--- src/rtl/gemm_operand_loader.sv ---
// gemm_operand_loader: collects a serial operand stream (alpha, beta, A, B, C)
// into held scalar and row-major matrix registers for a downstream GEMM core.
// A full set is presented on mats_valid until the consumer takes it.
module gemm_operand_loader #(
  parameter int DATA_WIDTH    = 32,
  parameter int MATRIX_WIDTH  = 4,
  parameter int MATRIX_HEIGHT = 4
) (
  input  logic                  iclk,
  input  logic                  irst,
  input  logic [DATA_WIDTH-1:0] in_data,
  input  logic                  in_valid,
  output logic                  in_ready,
  input  logic                  clear,
  input  logic                  consume,
  output logic                  mats_valid,
  output logic [DATA_WIDTH-1:0] alpha,
  output logic [DATA_WIDTH-1:0] beta,
  output logic [DATA_WIDTH-1:0] a_matrix [0:MATRIX_HEIGHT-1][0:MATRIX_WIDTH-1],
  output logic [DATA_WIDTH-1:0] b_matrix [0:MATRIX_HEIGHT-1][0:MATRIX_WIDTH-1],
  output logic [DATA_WIDTH-1:0] c_matrix [0:MATRIX_HEIGHT-1][0:MATRIX_WIDTH-1]
);

  // Column counter must also index the two scalars, so it is at least 1 bit.
  localparam int CW = (MATRIX_WIDTH > 2) ? $clog2(MATRIX_WIDTH) : 1;
  localparam int RW = (MATRIX_HEIGHT > 1) ? $clog2(MATRIX_HEIGHT) : 1;
  localparam logic [CW-1:0] COL_LAST = CW'(MATRIX_WIDTH - 1);
  localparam logic [RW-1:0] ROW_LAST = RW'(MATRIX_HEIGHT - 1);

  typedef enum logic [2:0] {
    LOAD_SCALARS = 3'd0,
    LOAD_A       = 3'd1,
    LOAD_B       = 3'd2,
    LOAD_C       = 3'd3,
    FULL         = 3'd4
  } state_t;

  state_t          r_state;
  state_t          w_next_state;
  logic [CW-1:0]   r_col;
  logic [RW-1:0]   r_row;
  logic            w_accept;
  logic            w_last_elem;
  logic            w_state_change;

  logic [DATA_WIDTH-1:0] r_alpha;
  logic [DATA_WIDTH-1:0] r_beta;
  logic [DATA_WIDTH-1:0] r_a [0:MATRIX_HEIGHT-1][0:MATRIX_WIDTH-1];
  logic [DATA_WIDTH-1:0] r_b [0:MATRIX_HEIGHT-1][0:MATRIX_WIDTH-1];
  logic [DATA_WIDTH-1:0] r_c [0:MATRIX_HEIGHT-1][0:MATRIX_WIDTH-1];

  // clear blocks acceptance so a flushed word never reaches the registers
  assign w_accept       = in_valid & in_ready & ~clear;
  assign w_last_elem    = (r_row == ROW_LAST) && (r_col == COL_LAST);
  assign w_state_change = (w_next_state != r_state);

  assign alpha    = r_alpha;
  assign beta     = r_beta;
  assign a_matrix = r_a;
  assign b_matrix = r_b;
  assign c_matrix = r_c;

  // State register
  always_ff @(posedge iclk or posedge irst) begin
    if (irst) begin
      r_state <= LOAD_SCALARS;
    end else begin
      r_state <= w_next_state;
    end
  end

  // Next-state logic: clear overrides consume and acceptance
  always_comb begin
    w_next_state = r_state;
    if (clear) begin
      w_next_state = LOAD_SCALARS;
    end else begin
      case (r_state)
        LOAD_SCALARS: begin
          if (w_accept && (r_col == CW'(1))) w_next_state = LOAD_A;
          else                               w_next_state = LOAD_SCALARS;
        end
        LOAD_A: begin
          if (w_accept && w_last_elem) w_next_state = LOAD_B;
          else                         w_next_state = LOAD_A;
        end
        LOAD_B: begin
          if (w_accept && w_last_elem) w_next_state = LOAD_C;
          else                         w_next_state = LOAD_B;
        end
        LOAD_C: begin
          if (w_accept && w_last_elem) w_next_state = FULL;
          else                         w_next_state = LOAD_C;
        end
        FULL: begin
          if (consume) w_next_state = LOAD_SCALARS;
          else         w_next_state = FULL;
        end
        default: w_next_state = LOAD_SCALARS;
      endcase
    end
  end

  // Output decode: ready in every load state, valid only when the set is full
  always_comb begin
    in_ready   = 1'b1;
    mats_valid = 1'b0;
    case (r_state)
      FULL: begin
        in_ready   = 1'b0;
        mats_valid = 1'b1;
      end
      default: begin
        in_ready   = 1'b1;
        mats_valid = 1'b0;
      end
    endcase
  end

  // Element index: row-major walk, restarted on every state change
  always_ff @(posedge iclk or posedge irst) begin
    if (irst) begin
      r_col <= '0;
      r_row <= '0;
    end else if (clear || w_state_change) begin
      r_col <= '0;
      r_row <= '0;
    end else if (w_accept) begin
      if (r_state == LOAD_SCALARS) begin
        r_col <= r_col + CW'(1);
      end else if (r_col == COL_LAST) begin
        r_col <= '0;
        r_row <= r_row + RW'(1);
      end else begin
        r_col <= r_col + CW'(1);
      end
    end
  end

  // Operand registers: written only by their own accepted word, else held
  always_ff @(posedge iclk or posedge irst) begin
    if (irst) begin
      r_alpha <= '0;
      r_beta  <= '0;
      for (int r = 0; r < MATRIX_HEIGHT; r++) begin
        for (int c = 0; c < MATRIX_WIDTH; c++) begin
          r_a[r][c] <= '0;
          r_b[r][c] <= '0;
          r_c[r][c] <= '0;
        end
      end
    end else if (w_accept) begin
      case (r_state)
        LOAD_SCALARS: begin
          if (r_col == CW'(0)) r_alpha <= in_data;
          else                 r_beta  <= in_data;
        end
        LOAD_A:  r_a[r_row][r_col] <= in_data;
        LOAD_B:  r_b[r_row][r_col] <= in_data;
        LOAD_C:  r_c[r_row][r_col] <= in_data;
        default: r_alpha <= r_alpha;
      endcase
    end
  end

endmodule

--- config.mk ---
export PLATFORM = sky130hd
export DESIGN_NAME = gemm_operand_loader
export DESIGN_NICKNAME = d
export VERILOG_FILES = /design/src/rtl/gemm_operand_loader.sv
export SDC_FILE = /design/constraint.sdc
export NUM_CORES = 2
export LEC_CHECK = 0
export CAP_MARGIN = 30
export CORE_AREA = 8 8 639 641
export DETAILED_ROUTE_END_ITERATION = 8
export DIE_AREA = 0 0 647 649
export DONT_BUFFER_PORTS = 1
export REMOVE_ABC_BUFFERS = 1
export SLEW_MARGIN = 10
export SYNTH_ARGS = -nofsm -noshare
export SYNTH_HDL_FRONTEND = slang
export SYNTH_SLANG_ARGS = --single-unit
--- constraint.sdc ---
create_clock -name iclk -period 78 [get_ports iclk]
set_clock_uncertainty 0.2 [all_clocks]
set_input_delay 15.6 -clock iclk [delete_from_list [all_inputs] [get_ports iclk]]
set_output_delay 15.6 -clock iclk [all_outputs]
set_load 0.01 [all_outputs]
==> reports/qor.yml <==
final_cell_count_no_fill: 9047
yosysSeqAreaShare_pct: 66.1
regToRegSetupSlack_ps: 74770
final_hold_viol_count: 0
place_ws_ps: 55260
grt_overflow_total: 0
final.min_clock_period_ps: 21400
cts.path.max_buffers: 4
routed_via_density: 3.67
grt_pass1_vias: 34412
fin_ws_ps: 56600
drt_iter0_markers: 3103
yosysMostFrequentCell: "dfrtp_1"
power.density_nw_per_um2: 24.2
rsz0062_at_grt: "false"
finalSetupViolCount: 0
fillers: 42577
via_count: 33197
critical_path_class: "input port to asynchronous set/reset pin"
start_util_pct: 15.3
yosysTopAreaCell: "dfrtp_1"
syn_area_per_cell_um2: 16.6
post_cts_resize_count: 0
root_buffer: "clkbuf_16"
final_nets: 3638
grt_max_degree: 173
leakage_nw: 33.9
area.sequential_um2: 40200
synthCells: 3671
post-route-period-util_pct: 27.4
end_kind: "asynchronous set/reset pin"
dpl.cell_count: 8677
syn_area_um2: 60800
relSlewSlack_pct: 39.8
finalSetupTns_ps: 0
synth.area.top_cells: "dfrtp_1 66%, mux2_2 29%, mux2_1 1.1%"
whs_ps: 363
drive_above_1_share_pct: 52.1
cts_buffers: 170
crit_path_start_kind: "input port"
htree_levels: 4
hold_buffers: 0
grt_usage_pct: 11.0
ios: 1639
violations: "DRC"
clock_sinks: 1607
post-route-util_pct: 18.2
crit_arrival_ps: 22070
ir_worst_vdd_v: 0.0000161
die_area_um2: 420000
total_power_mw: 1.75
dpl-instance-area_um2: 66700
wire_per_inst_um: 27.1
antenna_left: 0
synth_edf_count: 0
required_ps: 78660
synth_common_cells: "1,607 x dfrtp_1, 1,541 x mux2_2, 143 x clkbuf_1, 121 x buf_2, 59 x mux2_1"
synth_ff_type: "dfrtp_1"
wirelength_mm: 245
ys_ff_latch: 1607
port_buffers: 0
gp_congestion: 0.738
drv_slew: 0
cp_max_fo: 91
synth.distinct_cells: 37
grt_antenna_before_repair: 29
clkTransAtPathRegs_ps: 60
grt_first_pass_wirelength_mm: 324
drcViolationCount: 5
outcome: "finished with violations"
synth_top_area_share_pct: 66.1
cap_viol_max_count: 0
holdCritPathClass: "flip-flop to flip-flop"
hpwl_mm: 156
fmax_mhz: 46.7
dr.pass1.iters: 5
async_flop_share_pct: 100
stdcell_area_um2: 72600
core_area_um2: 398000
rows: 232
synth_warnings: 0
clock_latency_ps: 830
cts_tree: "done"
multiInputGateArea_um2: 19200
postCtsSetupBuffers: 0
syn_to_final_growth_pct: 19.4
worst_pin_slew_ps: 903
die_w_um: 647
chipHeight_um: 649
==> cell families (layout without fill, tap and decap cells) <==
logic type,Yosys count,count (layout),share of synthesized area (%)
simple gates,100,100,1.13
mux,1600,1600,29.6
compound gates,17,17,0.189
flops,1607,1607,66.1
fa+ha+maj,8,8,0.165
other cells,0,58,0
xor+xnor,1,1,0.0144
buf+inv,338,391,2.72
==> critical path, cell delays in order <==
cell and delay [ps]:
inv_8 420, buf_4 740, buf_4 680, buf_4 690
buf_4 790, buf_4 710, buf_4 710, buf_4 310
buf_16 300, buf_4 640
==> flip-flops by register name (all words and copies together), names as in the netlist <==
register and cells:
a_matrix 512, b_matrix 512, c_matrix 512, alpha 32
beta 32, r_state 3, r_col 2, r_row 2
==> per-layer routing <==
layer	global-route usage [%]	part of all wire, %
met1	12.2	35
met2	19.3	51
met3	4.12	11
met4	3.93	3.6
met5	0	0.011
==> report_power, final <==
| part | switching, mW | internal (mW) |
|---|---|---|
| sequential | 0.0359 | 0.858 |
| clock | 0.348 | 0.467 |
| combinational | 0.0246 | 0.0199 |
| total | 0.408 | 1.35 |
==> path summary, 6_finish.rpt <==
path,start,to,depth (start not counted)
max in group iclk,r_state[1],mats_valid,2
worst max-delay path,irst,c_matrix[78],10
min in group asynchronous,irst,b_matrix[497],1
worst min register to register,b_matrix[486],b_matrix[486],1
worst max register to register,r_state[2],a_matrix[458],5
worst min-delay path,b_matrix[486],b_matrix[486],1
==> cells in the final DEF, fill, tap and decap left out, types with 4 or more instances in the layout <==
| cell | netlist | final |
|---|---|---|
| mux2_2 | 1541 | 1541 |
| buf_16 | 0 | 6 |
| nor3_4 | 10 | 27 |
| clkinv_16 | 0 | 4 |
| nand2_1 | 16 | 16 |
| buf_12 | 0 | 8 |
| nor2_4 | 0 | 16 |
| ha_1 | 8 | 8 |
| clkbuf_16 | 0 | 172 |
| nor3_2 | 17 | 6 |
| buf_4 | 5 | 67 |
| o21ai_0 | 5 | 5 |
| clkbuf_8 | 0 | 33 |
| bufinv_16 | 0 | 8 |
| clkinv_2 | 0 | 25 |
| diode_2 | 0 | 58 |
| clkinvlp_4 | 0 | 8 |
| a211oi_1 | 4 | 4 |
| mux2_1 | 59 | 59 |
| nand3_1 | 17 | 17 |
| inv_1 | 7 | 6 |
| dfrtp_1 | 1607 | 1606 |
| clkbuf_1 | 143 | 42 |
| inv_6 | 0 | 4 |
==> cell type report <==
type                    instances  share of cell area (%)
clock inverters                56                   0.917
multi-input cells            1726                    26.5
inverters                       7                  0.0465
clock buffers                 247                    6.77
diodes                         58                   0.200
flip-flops and latches       1607                    55.4
well taps                    5265                    9.07
repair buffers                 81                    1.14
Power figures use the tool's default switching activity.
